File: config.mk
export PLATFORM = sky130hd
export DESIGN_NAME = aes_ct_capture
export DESIGN_NICKNAME = d
export VERILOG_FILES = /design/src/rtl/aes_cap_pkg.sv /design/src/rtl/aes_cap_fifo.sv /design/src/rtl/aes_ct_capture.sv
export SDC_FILE = /design/constraint.sdc
export NUM_CORES = 1
export LEC_CHECK = 0
export BUFFER_PORTS_ARGS = -buffer_cell sky130_fd_sc_hd__clkbuf_2
export CAP_MARGIN = 20
export CELL_PAD_IN_SITES_DETAIL_PLACEMENT = 2
export CELL_PAD_IN_SITES_GLOBAL_PLACEMENT = 2
export CORE_ASPECT_RATIO = 0.9
export CORE_MARGIN = 2
export CORE_UTILIZATION = 43
export CTS_CLUSTER_DIAMETER = 200
export DETAILED_ROUTE_END_ITERATION = 6
export GPL_TIMING_DRIVEN = 0
export PLACE_DENSITY_LB_ADDON = 0.1
export SYNTH_ARGS = -nofsm -noshare
export SYNTH_HDL_FRONTEND = slang
export SYNTH_HIERARCHICAL = 1
export SYNTH_SLANG_ARGS = --single-unit
File: constraint.sdc
create_clock -name clk -period 23.7 [get_ports clk]
set_input_delay 2.37 -clock clk [delete_from_list [all_inputs] [get_ports clk]]
set_output_delay 2.37 -clock clk [all_outputs]
set_load 0.005 [all_outputs]
File: src/rtl/aes_cap_pkg.sv
`default_nettype none
// ============================================================================
// Module   : aes_cap_pkg
// Brief    : Shared widths, defaults and the capture-entry layout for the AES
//            ciphertext capture stage.
// Revision : 1.0 - initial release
// ============================================================================
package aes_cap_pkg;

    localparam int AES_BLK_W      = 128;
    localparam int AES_CAP_W      = 64;
    localparam int DEF_LATENCY    = 21;
    localparam int DEF_TAG_W      = 8;
    localparam int DEF_FIFO_DEPTH = 4;

    typedef struct packed {
        logic [AES_BLK_W-1:0] ct;
        logic [DEF_TAG_W-1:0] tag;
        logic [AES_CAP_W-1:0] leak;
    } cap_entry_t;

endpackage
`default_nettype wire

File: src/rtl/aes_cap_fifo.sv
`default_nettype none
// ============================================================================
// Module   : aes_cap_fifo
// Brief    : Parameterised synchronous FIFO; a push into a full FIFO is taken
//            only when a pop happens in the same cycle.
// Revision : 1.0 - initial release
// ============================================================================
module aes_cap_fifo #(
    parameter int WIDTH = 8,
    parameter int DEPTH = 4
) (
    input  logic                     clk,
    input  logic                     rst,
    input  logic                     push_i,
    input  logic                     pop_i,
    input  logic [WIDTH-1:0]         wdata_i,
    output logic [WIDTH-1:0]         rdata_o,
    output logic                     full_o,
    output logic                     empty_o,
    output logic [$clog2(DEPTH):0]   count_o
);

    localparam int AW = $clog2(DEPTH);
    localparam int CW = AW + 1;

    logic [WIDTH-1:0] mem_q [DEPTH];
    logic [AW-1:0]    wr_ptr_q;
    logic [AW-1:0]    rd_ptr_q;
    logic [CW-1:0]    count_q;
    logic             w_pop;
    logic             w_push;

    assign w_pop  = pop_i && (count_q != '0);
    assign w_push = push_i && ((count_q != CW'(DEPTH)) || w_pop);

    // Power-of-two depth lets the pointers wrap by natural overflow.
    always_ff @(posedge clk or posedge rst) begin
        if (rst) begin
            for (int i = 0; i < DEPTH; i++) begin
                mem_q[i] <= '0;
            end
            wr_ptr_q <= '0;
            rd_ptr_q <= '0;
            count_q  <= '0;
        end else begin
            if (w_push) begin
                mem_q[wr_ptr_q] <= wdata_i;
                wr_ptr_q        <= wr_ptr_q + 1'b1;
            end
            if (w_pop) begin
                rd_ptr_q <= rd_ptr_q + 1'b1;
            end
            if (w_push && !w_pop) begin
                count_q <= count_q + 1'b1;
            end else if (!w_push && w_pop) begin
                count_q <= count_q - 1'b1;
            end
        end
    end

    assign rdata_o = mem_q[rd_ptr_q];
    assign full_o  = (count_q == CW'(DEPTH));
    assign empty_o = (count_q == '0);
    assign count_o = count_q;

endmodule
`default_nettype wire

File: src/rtl/aes_ct_capture.sv
`default_nettype none
// ============================================================================
// Module   : aes_ct_capture
// Brief    : Tracks blocks issued to the pipelined AES core with a latency
//            matched {valid,tag} line, captures each ciphertext as it emerges
//            and drains it over ready/valid. Define CAPTURE_LEAK_EN to store
//            the core's Capacitance sample alongside each ciphertext.
// Revision : 1.0 - initial release
// ============================================================================
module aes_ct_capture
    import aes_cap_pkg::*;
#(
    parameter int LATENCY    = DEF_LATENCY,
    parameter int FIFO_DEPTH = DEF_FIFO_DEPTH,
    parameter int TAG_W      = DEF_TAG_W
) (
    input  logic                          clk,
    input  logic                          rst,
    input  logic                          issue,
    input  logic [AES_BLK_W-1:0]          aes_out,
    input  logic [AES_CAP_W-1:0]          aes_cap,
    output logic                          ct_valid,
    input  logic                          ct_ready,
    output logic [AES_BLK_W-1:0]          ct_data,
    output logic [TAG_W-1:0]              ct_tag,
    output logic [AES_CAP_W-1:0]          ct_leak,
    output logic [$clog2(FIFO_DEPTH):0]   fifo_count,
    output logic                          overflow
);

    logic [TAG_W-1:0]   tag_q;
    logic [TAG_W-1:0]   tag_d;
    logic               overflow_q;
    logic               overflow_d;
    logic [LATENCY-1:0] vld_q;
    logic [TAG_W-1:0]   dtag_q [LATENCY];

    logic               w_cap;
    logic               w_pop;
    logic               w_full;
    logic               w_empty;

    assign w_cap = vld_q[LATENCY-1];
    assign w_pop = ct_valid && ct_ready;

    always_comb begin
        tag_d      = issue ? tag_q + 1'b1 : tag_q;
        overflow_d = overflow_q | (w_cap & w_full & ~w_pop);
    end

    // Clearing the whole delay line on reset drops every block still in flight.
    always_ff @(posedge clk or posedge rst) begin
        if (rst) begin
            tag_q      <= '0;
            overflow_q <= 1'b0;
            vld_q      <= '0;
            for (int i = 0; i < LATENCY; i++) begin
                dtag_q[i] <= '0;
            end
        end else begin
            tag_q      <= tag_d;
            overflow_q <= overflow_d;
            vld_q[0]   <= issue;
            dtag_q[0]  <= tag_q;
            for (int i = 1; i < LATENCY; i++) begin
                vld_q[i]  <= vld_q[i-1];
                dtag_q[i] <= dtag_q[i-1];
            end
        end
    end

`ifdef CAPTURE_LEAK_EN
    localparam int ENT_W = AES_BLK_W + TAG_W + AES_CAP_W;
    logic [ENT_W-1:0] w_wdata;
    logic [ENT_W-1:0] w_rdata;

    assign w_wdata = {aes_out, dtag_q[LATENCY-1], aes_cap};
    assign ct_data = w_rdata[ENT_W-1 -: AES_BLK_W];
    assign ct_tag  = w_rdata[AES_CAP_W +: TAG_W];
    assign ct_leak = w_rdata[AES_CAP_W-1:0];
`else
    localparam int ENT_W = AES_BLK_W + TAG_W;
    logic [ENT_W-1:0] w_wdata;
    logic [ENT_W-1:0] w_rdata;
    logic             w_unused_cap;

    assign w_unused_cap = ^aes_cap;
    assign w_wdata      = {aes_out, dtag_q[LATENCY-1]};
    assign ct_data      = w_rdata[ENT_W-1 -: AES_BLK_W];
    assign ct_tag       = w_rdata[TAG_W-1:0];
    assign ct_leak      = '0;
`endif

    aes_cap_fifo #(
        .WIDTH (ENT_W),
        .DEPTH (FIFO_DEPTH)
    ) u_fifo (
        .clk     (clk),
        .rst     (rst),
        .push_i  (w_cap),
        .pop_i   (w_pop),
        .wdata_i (w_wdata),
        .rdata_o (w_rdata),
        .full_o  (w_full),
        .empty_o (w_empty),
        .count_o (fifo_count)
    );

    assign ct_valid = ~w_empty;
    assign overflow = overflow_q;

endmodule
`default_nettype wire

### Yosys cells after proc, flatten, opt, wreduce, memory -nomap -nowiden

Cells that the tools add are included.

| word-level totals | value |
|---|---|
| flip-flop bits (word level) | 749 |
| word-level logic and storage cells | 68 |
| input bits | 196 |

| operators by class | value |
|---|---|
| reductions and logical operators | 12 |
| eq/ne operators | 2 |
| bitwise gates (word level) | 7 |
| add/subtract/negate cells | 5 |
| muxes and demuxes | 8 |
| order comparisons | 3 |

Operators with widths:

| operator | number |
|---|---|
| 544-bit bitwise mux | 1 |
| 136-bit 2-to-1 mux | 3 |
| 136-bit binary-select mux with 2-bit select | 1 |
| 136-bit demux with 2-bit select | 1 |
| 8-bit by 1-bit adder with 8-bit output (second input constant) | 1 |
| 3-bit >= comparator (second input constant) | 2 |
| 1-bit logical AND | 6 |
| 3-bit 2-to-1 mux | 2 |
| 2-bit NOT with 3-bit output | 2 |
| 2-bit by 1-bit adder with 2-bit output (second input constant) | 2 |
| 3-bit by 1-bit adder with 3-bit output (second input constant) | 1 |
| 3-bit equality test (second input constant) | 1 |
| 3-bit zero test | 1 |
| 3-bit by 1-bit < comparator with 1-bit output (second input constant) | 1 |
| 3-bit inequality test (second input constant) | 1 |
| 3-bit nonzero test | 1 |
| 3-bit by 1-bit subtractor with 3-bit output (second input constant) | 1 |
| 1-bit AND | 2 |
| 1-bit zero test | 2 |
| 1-bit NOT | 2 |
| 2-bit nonzero test | 1 |
| 1-bit logical OR | 1 |
| 1-bit bitwise OR | 1 |

### Longest topological paths before layout

Gate-level depths: netlist of run 1.

| depth | value |
|---|---|
| depth in word-level cells | 10 |
| mapped depth | 11 |
| depth with buffers taken out | 11 |

### By module

The synthesis of run 1 kept the hierarchy.

Modules (own cells, without submodules):

| module | instances | seq. area each (µm²) | area each (µm²) | cells each |
|---|---|---|---|---|
| aes_cap_fifo | 1 | 13788.2 | 24403.4 | 1351 |
| aes_ct_capture | 1 | 4954.8 | 5600.4 | 286 |

### Least setup slack after synthesis of run 1

No wires, ideal clock.

| path | value |
|---|---|
| path type | input -> register |
| start | input port ct_ready |
| end | register u_fifo.count_q[1] (netlist: u_fifo/count_o[1]) |
| slack | 19432 ps |
| arrival time | 4143 ps |
| cell stages on the path | 8 |
| cell sequence | nor2b_1 -> or4b_4 -> nand2_1 -> inv_1 -> ha_1 -> inv_1 -> fa_1 -> mux2_2 |

| on the way | value |
|---|---|
| longest elaborated chain between the ends | 7 |
| elaborated cells on any way between the ends | 10 |
| those cells by class | mux: 1; reduce/logical: 9 |

RTL lines:

| element | line | text |
|---|---|---|
| start, declared | aes_ct_capture.sv:23 | `input logic ct_ready,` |
| 1-bit logical AND (*) | aes_ct_capture.sv:44 | `assign w_pop = ct_valid && ct_ready;` |
| 1-bit logical AND (*) | aes_cap_fifo.sv:33 | `assign w_pop = pop_i && (count_q != '0);` |
| 1-bit logical OR (*) | aes_cap_fifo.sv:34 | `assign w_push = push_i && ((count_q != CW'(DEPTH)) \|\| w_pop);` |
| 1-bit logical AND (*) | aes_cap_fifo.sv:34 |  |
| net u_fifo.w_push | aes_cap_fifo.sv:31 | `logic w_push;` |
| 1-bit zero test | aes_cap_fifo.sv:55 | `end else if (!w_push && w_pop) begin` |
| 1-bit logical AND | aes_cap_fifo.sv:55 |  |
| 2-bit nonzero test (no source line) | n/a |  |
| end signal, assigned | aes_cap_fifo.sv:54 | `count_q <= count_q + 1'b1;` |
| end signal, assigned | aes_cap_fifo.sv:56 | `count_q <= count_q - 1'b1;` |
| end, declared | aes_cap_fifo.sv:29 | `logic [CW-1:0] count_q;` |

The timed path passes the listed nets; every way through them passes the cells marked *.
A chain may end at the register's enable or synchronous reset.

### Final worst setup path of run 1

| path | value |
|---|---|
| start | register u_fifo.rd_ptr_q[1] |
| end | output port ct_data[83] |

| on the way | value |
|---|---|
| longest elaborated chain between the ends | 4 |

RTL lines:

| element | line | text |
|---|---|---|
| start, declared | aes_cap_fifo.sv:28 | `logic [AW-1:0] rd_ptr_q;` |
| start signal, assigned | aes_cap_fifo.sv:51 | `rd_ptr_q <= rd_ptr_q + 1'b1;` |
| 2-bit NOT with 3-bit output (not written as such) | aes_cap_fifo.sv:61 | `assign rdata_o = mem_q[rd_ptr_q];` |
| 136-bit binary-select mux with 2-bit select | aes_cap_fifo.sv:61 |  |
| 136-bit 2-to-1 mux (not written as such) (2 in series) | aes_cap_fifo.sv:61 |  |
| end, declared | aes_ct_capture.sv:24 | `output logic [AES_BLK_W-1:0] ct_data,` |

No other way between the ends. The select of a mux whose other input is x is not followed.

==> results of run 1 <==
cell type report:
class | instances | share of cell area, %
tap | 930 | 3.27
clock inverter | 19 | 0.518
buffer | 154 | 2.97
sequential | 749 | 52.7
clock buffer | 121 | 6.78
timing repair buffer | 278 | 4.26
antenna | 5 | 0.0352
inverter | 7 | 0.116
multi-input combinational | 790 | 29.3
cell usage in the layout (no fill, tap or decap), types with 7 or more instances in the layout:
cell / n
buf_4: 64
buf_2: 47
conb_1: 64
dfrtp_1: 749
clkinv_2: 12
clkbuf_2: 272
buf_6: 24
mux2_4: 160
clkbuf_16: 83
xnor2_1: 7
mux2_2: 387
clkbuf_8: 19
clkbuf_1: 34
mux4_2: 136
synthesized netlist by cell type (all sizes together):
master  instances
buf           139
nor3b           1
nor2b           1
fa              1
inv             7
dfrtp         749
nand2           6
nand3b          1
nand4           2
mux4          136
ha              6
and3            4
nor2            3
nor3            2
o21bai          1
or4b            1
xnor2           7
nand2b          1
mux2          547
conb            1
xor2            6
clkbuf         15
power by group:
part | switching, W | internal (W)
sequential | 0.000302 | 0.00187
combinational | 0.000784 | 0.00114
clock | 0.000501 | 0.000732
total | 0.00159 | 0.00374
worst max-delay path, cell delays in order (launching register included):
cell	delay [ns]
dfrtp_1	0.34
clkbuf_1	0.74
buf_1	0.78
clkbuf_1	0.66
mux4_2	0.44
clkbuf_2	0.13
registers in the layout, indices dropped and copies added (netlist names):
| signal | flops |
|---|---|
| overflow | 1 |
| u_fifo/rd_ptr_q | 2 |
| u_fifo/mem_q | 544 |
| tag_q | 8 |
| vld_q | 21 |
| dtag_q | 168 |
| u_fifo/wr_ptr_q | 2 |
| u_fifo/count_o | 3 |
logic make-up (layout without fill, tap and decap cells):
group	Yosys count	after routing	share of synthesized area, %
compound gates	1	1	0.0250
xor+xnor	13	13	0.379
fa+ha+maj	7	7	0.317
buf+inv	161	579	3.61
flops	749	749	62.5
mux	683	683	32.7
other cells	1	69	0.0125
simple gates	22	22	0.446
metal layers:
metal / global-route usage, % / vias up / part of all wire [%]
met1: 26.2 / 8479 / 41
met2: 34.9 / 250 / 52
li1: - / 6656 / -
met4: 5.91 / 6 / 2.4
met3: 4.01 / 112 / 3.8
met5: 0 / - / 0.058
metrics by stage:
step	instance area, um2	hold WS [ns]	setup TNS, ns	setup WS, ns
2_1_floorplan	30200	0.331	0	5.92
3_3_place_gp	32800	0.331	-6.89	-0.0524
3_5_place_dp	32900	0.336	0	18.09
4_1_cts	35500	0.342	0	17.44
5_1_grt	35500	0.346	0	17.41
6_report	35500	0.339	0	17.63
path summary, 6_finish.rpt:
check,to,depth (start not counted),slack [ns]
max,ct_data[83],5,17.63
min,dtag_q[49],0,0.34
max reg2reg,u_fifo/count_o[1],9,20.80
min reg2reg,dtag_q[49],0,0.34
max in group asynchronous,u_fifo/mem_q[152],4,20.15
min in group asynchronous,tag_q[3],2,1.92
==> impl_metrics.yaml, run 1 <==
clock_tree:
  cts_buffers: 79
  ctsResizeCount: 0
  post_cts_buffers: 0
  ctsLongestPathBuffers: 3
  cts_hold_buffers: 0
  cts.htree.levels: 3
  cts_tree: "done"
  cts_sinks: 749
  clk_pin_slew_ns: 0.06
  clock_latency_ns: 0.62
  cts-root-buf: "clkbuf_16"
die:
  die_y_um: 255
  io_pins: 401
  coreArea_um2: 68800
  dieWidth_um: 282
  start_util_pct: 43.6
  dieArea_um2: 71900
  rows: 91
sta:
  slew_viol_final: 0
  finalCritPeriodShare_pct: 25.6
  rsz0062_at_grt: "no"
  hold_violations: 0
  fin_skew_ns: 0.0153
  post-route-min-period_ns: 6.07
  setup_viol: 0
  fmax_mhz: 165
  max_slew_margin_pct: 33.1
  tightestPinTransition_ns: 1.00
critical_path:
  cp-end-kind: "primary output"
  cp_max_fo: 10
  required_ns: 21.33
  cp-startpoint: "u_fifo/rd_ptr_q[1]"
  cp.arrival_ns: 3.70
  r2r-start: "u_fifo/count_o[1]"
  path_class: "flip-flop to primary output"
  cp-start-kind: "flip-flop"
min_path:
  min_from: "dtag_q[57]"
  hold_class: "flip-flop to flip-flop"
detailed_routing:
  vias_per_cell: 5.08
  antenna_left: 0
  drtPass1Iterations: 4
  wl_per_cell_um: 23.2
  drtIter0Drc: 687
  vias: 15500
  drc: 0
  wirelength_mm: 70.7
grt:
  gr-total-overflow: 0
  grt_usage_pct: 20.3
  grt_max_degree: 127
  antenna_found_initial: 7
  grt_pass1_wl_mm: 111
  grt_pass1_vias: 17900
synthesis:
  synth-seq-area-share_pct: 62.5
  synthTopCellsByArea: "dfrtp_1 62%, mux2_2 15%, mux4_2 10%, mux2_4 8.0%, buf_4 1.6%"
  synth_cell_types: 28
  yosys_warnings: 6
  yosysTopAreaCell: "dfrtp_1"
  synth-seq-cells: 749
  postSynthCellCount: 1637
  yosysTopAreaCellShare_pct: 62.5
  netlist_area_um2: 30000
  synth.avg_cell_area_um2: 18.3
placed_design:
  dp_cells: 2908
  io_buffers: 272
  gp_congestion: 0.734
  hpwl_mm: 45.8
power:
  total_power_w: 0.00533
  p_per_area_nw_per_um2: 150
  vdd.ir_drop.worst_mv: 0.0564
  power_leakage_nw: 16.1
finish:
  final-instance-count-excl-fill: 3053
  multi_input_area_um2: 10400
  utilization_pct: 51.7
  seq_area_um2: 18700
  nNetsFinal: 2262
  fill_cells: 6159
  drive_above_1_share_pct: 57.7
  synthToLayoutAreaGrowth_pct: 18.4
job:
  drv_cap: 0
outcome:
  status: "complete, no violations"
Power figures use the tool's default switching activity.
==> run 2: changes to the inputs <==
- clock period: 23.7 -> 6.3 ns (I/O delays scaled with it)
==> run 2 against run 1 <==
Effect of this change:
- critical path depth unchanged
- die area unchanged
- global-route usage up 0.42 points
- combinational power rose to 3.8 times the previous value
- register-to-register slack worse by 17 ns
- largest power group unchanged
==> impl_metrics.yaml, run 2 (synthesized netlist as in run 1, its figures left out) <==
finish:
  nNetsFinal: 2273
  mostFrequentLayoutCell: "dfrtp_1"
  drive_above_1_share_pct: 57.9
  final_cell_mix: "749 x dfrtp_1, 387 x mux2_2, 272 x clkbuf_2, 160 x mux2_4, 136 x mux4_2"
  synthToLayoutAreaGrowth_pct: 18.9
  regMostFlops: "u_fifo/mem_q"
  largest_register_ffs: 544
  largest_registers: "u_fifo/mem_q (544), dtag_q (168), vld_q (21)"
critical_path:
  cp_max_fo: 10
  worstPathCellList: "clkbuf_1 > buf_1 > clkbuf_1 > mux4_2 > clkbuf_2"
  cpMostUsedCell: "clkbuf_1"
  crit_path_top_delay_cell: "clkbuf_1"
  r2r_slack_ns: 3.37
  cp.depth: 5
  cp.buffers_inverters: 4
  timing.rr.end: "u_fifo/count_o[1]"
  r2r_cells: 9
  r2r-start: "u_fifo/count_o[1]"
  path_class: "flip-flop to primary output"
  cp-start-kind: "flip-flop"
  cp.arrival_ns: 3.74
  required_ns: 5.67
  cp-end-kind: "primary output"
  cp_top_family: "buffers and inverters"
  cpPeakStageDelay_ns: 0.76
detailed_routing:
  antenna_left: 0
  wl_per_cell_um: 23.5
  wirelength_mm: 71.9
  vias: 15500
  drtIter0Drc: 687
  drc: 0
  vias_per_cell: 5.08
  drtPass1Iterations: 4
placed_design:
  gp_congestion: 0.729
  hpwl_mm: 47.8
  pre_cts_slack_ns: 2.45
  io_buffers: 272
clock_tree:
  post_cts_buffers: 0
  cts_sinks: 749
  cts_hold_buffers: 0
  cts.htree.levels: 3
  cts_tree: "done"
  cts-root-buf: "clkbuf_16"
  ctsResizeCount: 0
  clk_pin_slew_ns: 0.06
  ctsLongestPathBuffers: 3
  cts_buffers: 80
  clock_latency_ns: 0.61
sta:
  max_slew_margin_pct: 29.8
  tightestPinTransition_ns: 1.05
  setup_tns_ns: 0
  fmax_mhz: 229
  fin_skew_ns: 0.0228
  rsz0062_at_grt: "no"
  hold_violations: 0
  post-route-min-period_ns: 4.37
  finalWorstSetupSlack_ns: 1.93
  slew_viol_final: 0
  setup_viol: 0
  whs_ns: 0.0916
  finalCritPeriodShare_pct: 69.4
job:
  drv_cap: 0
grt:
  grt_pass1_wl_mm: 113
  grt_pass1_vias: 18400
  grt_usage_pct: 20.7
  grt_max_degree: 139
  antenna_found_initial: 4
  gr-total-overflow: 0
die:
  die_y_um: 255
  rows: 91
  start_util_pct: 43.6
  io_pins: 401
  coreArea_um2: 68800
  dieWidth_um: 282
  dieArea_um2: 71900
power:
  p_per_area_nw_per_um2: 563
  vdd.ir_drop.worst_mv: 0.199
  power_leakage_nw: 16.2
outcome:
  status: "complete, no violations"
min_path:
  hold_class: "input port to async pin"
-- run 2: cell count changes in the layout (fill, tap and decap cells not counted), sizes merged --
cell	delta
diode	-1
inv	-1
clkinv	+2
clkinvlp	+2
buf	+10
clkbuf	-9
bufinv	+2
-- run 2: cell type report --
cell class | instances | area (um2)
antenna | 4 | 10.0
sequential | 749 | 18700
tap | 930 | 1160
clock inverter | 24 | 262
fill | 6193 | 33100
buffer | 154 | 1060
inverter | 7 | 37.5
clock buffer | 112 | 2310
multi-input combinational | 790 | 10400
timing repair buffer | 288 | 1680
-- run 2: report_power, final --
part / total, W / internal, W / leakage [nW] / switching [W]
Sequential: 0.00819 / 0.00705 / 9.03 / 0.00115
Combinational: 0.00727 / 0.00428 / 5.90 / 0.00299
Clock: 0.00463 / 0.00275 / 1.27 / 0.00189
-- run 2: per-layer routing --
metal	global-route usage, %	share of wire, %
met1	26.2	40
met2	36.5	53
met3	4.07	4.1
met4	5.35	2.2
met5	0	0.029
-- run 2: worst max path at each step --
stage,start,endpoint,slack [ns]
global placement,rst,u_fifo/mem_q[422],-5.04
detailed placement,u_fifo/rd_ptr_q[1],ct_data[83],2.45
CTS,u_fifo/rd_ptr_q[1],ct_data[83],1.75
global route,u_fifo/rd_ptr_q[1],ct_data[83],1.75
floorplan,rst,u_fifo/count_o[0],-1.83
finish,u_fifo/rd_ptr_q[1],ct_data[83],1.93
-- run 2: through the flow --
stage	total power, W	std cells	util [%]	instance area, um2
3_5_place_dp	0.0156	2918	48.1	33100
6_report	0.0201	3058	51.9	35700
4_1_cts	0.0205	3054	51.9	35700
3_3_place_gp	0.0152	2902	47.6	32800
5_1_grt	0.0213	3056	51.9	35700
2_1_floorplan	0.0129	1700	-	30200
==> run 3: changes to the inputs <==
- CORE_UTILIZATION: 43 -> 39
- clock period: 6.3 -> 3.9 ns (I/O delays scaled with it)
==> run 3 against run 2 <==
Effect of this change:
- count of clock-buffer cells in the layout rose by 2
- register-to-register slack got worse by 2.4 ns
- core utilization is 4.4 points lower
- die area is 10% higher
- wire length rose by 0.19%
- sequential cell count unchanged
- global-route usage fell by 1.9 points
- sequential power is 61% higher
- total power up 63%
- via count grew 0.23%
- non-clock buffer count is 8 higher
==> impl_metrics.yaml, run 3 (synthesized netlist as in run 1, its figures left out) <==
clock_tree:
  ctsLongestPathBuffers: 3
  clock_latency_ns: 0.62
  cts_sinks: 749
  cts_buffers: 82
  clk_pin_slew_ns: 0.06
  cts_tree: "done"
  cts.htree.levels: 3
  cts-root-buf: "clkbuf_16"
critical_path:
  r2r_slack_ns: 1.00
  timing.rr.end: "u_fifo/count_o[1]"
  path_class: "flip-flop to primary output"
  cp-start-kind: "flip-flop"
  cp.arrival_ns: 3.16
  cp-end-kind: "primary output"
  r2r_cells: 9
  required_ns: 3.51
  r2r-start: "u_fifo/count_o[1]"
  cp_max_fo: 10
detailed_routing:
  drtIter0Drc: 475
  wirelength_mm: 72.0
  vias: 15600
  wl_per_cell_um: 22.7
  vias_per_cell: 4.91
  antenna_left: 0
  drc: 0
  drtPass1Iterations: 4
die:
  dieWidth_um: 296
  coreArea_um2: 76200
  die_y_um: 267
  dieArea_um2: 79200
  start_util_pct: 39.4
  io_pins: 401
  rows: 96
sta:
  hold_violations: 0
  setup_viol: 0
  tightestPinTransition_ns: 0.990
  fmax_mhz: 281
  finalCritPeriodShare_pct: 91.1
  rsz0062_at_grt: "no"
  slew_viol_final: 0
  fin_skew_ns: 0.0165
  max_slew_margin_pct: 34.0
  post-route-min-period_ns: 3.55
grt:
  grt_pass1_vias: 18500
  grt_pass1_wl_mm: 113
  antenna_found_initial: 4
  grt_usage_pct: 18.8
  grt_max_degree: 46
  gr-total-overflow: 0
finish:
  fill_cells: 7063
  utilization_pct: 47.5
  synthToLayoutAreaGrowth_pct: 20.4
  largest_registers: "u_fifo/mem_q (544), dtag_q (168), vld_q (21)"
  mostFrequentLayoutCell: "dfrtp_1"
  drive_above_1_share_pct: 58.4
  largest_register_ffs: 544
  regMostFlops: "u_fifo/mem_q"
  nNetsFinal: 2283
  final_cell_mix: "749 x dfrtp_1, 387 x mux2_2, 273 x clkbuf_2, 160 x mux2_4, 136 x mux4_2"
placed_design:
  io_buffers: 272
  hpwl_mm: 48.2
  gp_congestion: 0.726
min_path:
  holdPathEnd: "u_fifo/mem_q[248]"
  min_from: "aes_out[104]"
  holdPathStages: 2
  hold_class: "input port to flip-flop"
power:
  p_per_area_nw_per_um2: 909
  vdd.ir_drop.worst_mv: 0.319
  power_leakage_nw: 16.4
  total_power_w: 0.0328
outcome:
  status: "complete, no violations"
job:
  drv_cap: 0
-- run 3: changes by cell type in the layout (fill, tap and decap cells not counted), sizes merged --
cell           before  now
clkinvlp            3    4
bufinv              5    8
diode               4    2
clkdlybuf4s15       0    1
clkbuf            399  401
buf               155  159
dlygate4sd3         0    3
clkinv             14   21
inv                 9    6
-- run 3: how the worst max path moves through the flow --
stage | startpoint | to | cells after the start
floorplan | rst | u_fifo/count_o[0] | 1
global placement | rst | u_fifo/mem_q[421] | 2
detailed placement | u_fifo/rd_ptr_q[1] | ct_data[88] | 5
CTS | u_fifo/rd_ptr_q[1] | ct_data[88] | 5
global route | u_fifo/rd_ptr_q[1] | ct_data[88] | 5
finish | u_fifo/rd_ptr_q[1] | ct_data[88] | 5
-- run 3: metal layers --
| metal | track usage (%) | routed length, um |
|---|---|---|
| met1 | 23.5 | 29200 |
| met2 | 33.1 | 38100 |
| met3 | 3.44 | 2580 |
| met4 | 5.91 | 2010 |
| met5 | 0 | 27 |
-- run 3: repair_timing --
action                                 4_1_cts  5_1_grt
resized for setup                            2        0
endpoints found under the hold margin       63        0
hold buffers                                 3        0
setup buffers                                0        0
setup endpoints to repair                    7        0
-- run 3: through the flow --
step	hold slack, ns	TNS [ns]	cells	cell area (um2)	setup slack, ns
3_5_place_dp	0.336	0	3022	33300	0.648
5_1_grt	0.0145	0	3173	36100	0.176
6_report	0.0495	0	3173	36100	0.346
4_1_cts	0.000669	0	3171	36100	0.201
2_1_floorplan	0.331	-2197.30	1700	30200	-3.99
3_3_place_gp	0.331	-4045.84	3001	32900	-7.43
-- run 3: worst max-delay path, stage by stage (launching register included) --
cell and delay, ns:
dfrtp_1 0.34, clkbuf_1 0.45, clkdlybuf4s15_1 0.74, clkbuf_2 0.47
mux4_2 0.40, clkbuf_2 0.13
-- run 3: cell type report --
type	count	area, um2	area share [%]
buffer	154	1060	2.95
clock inverter	32	369	1.02
clock buffer	114	2420	6.69
multi-input combinational	790	10400	28.8
antenna	2	5.00	0.0138
sequential	749	18700	51.9
inverter	7	33.8	0.0935
timing repair buffer	296	1800	4.99
tap	1029	1290	3.56
-- run 3: power breakdown --
| part | switching, W | internal [W] |
|---|---|---|
| registers | 0.00181 | 0.0114 |
| logic | 0.00476 | 0.00694 |
| clock network | 0.00311 | 0.00485 |
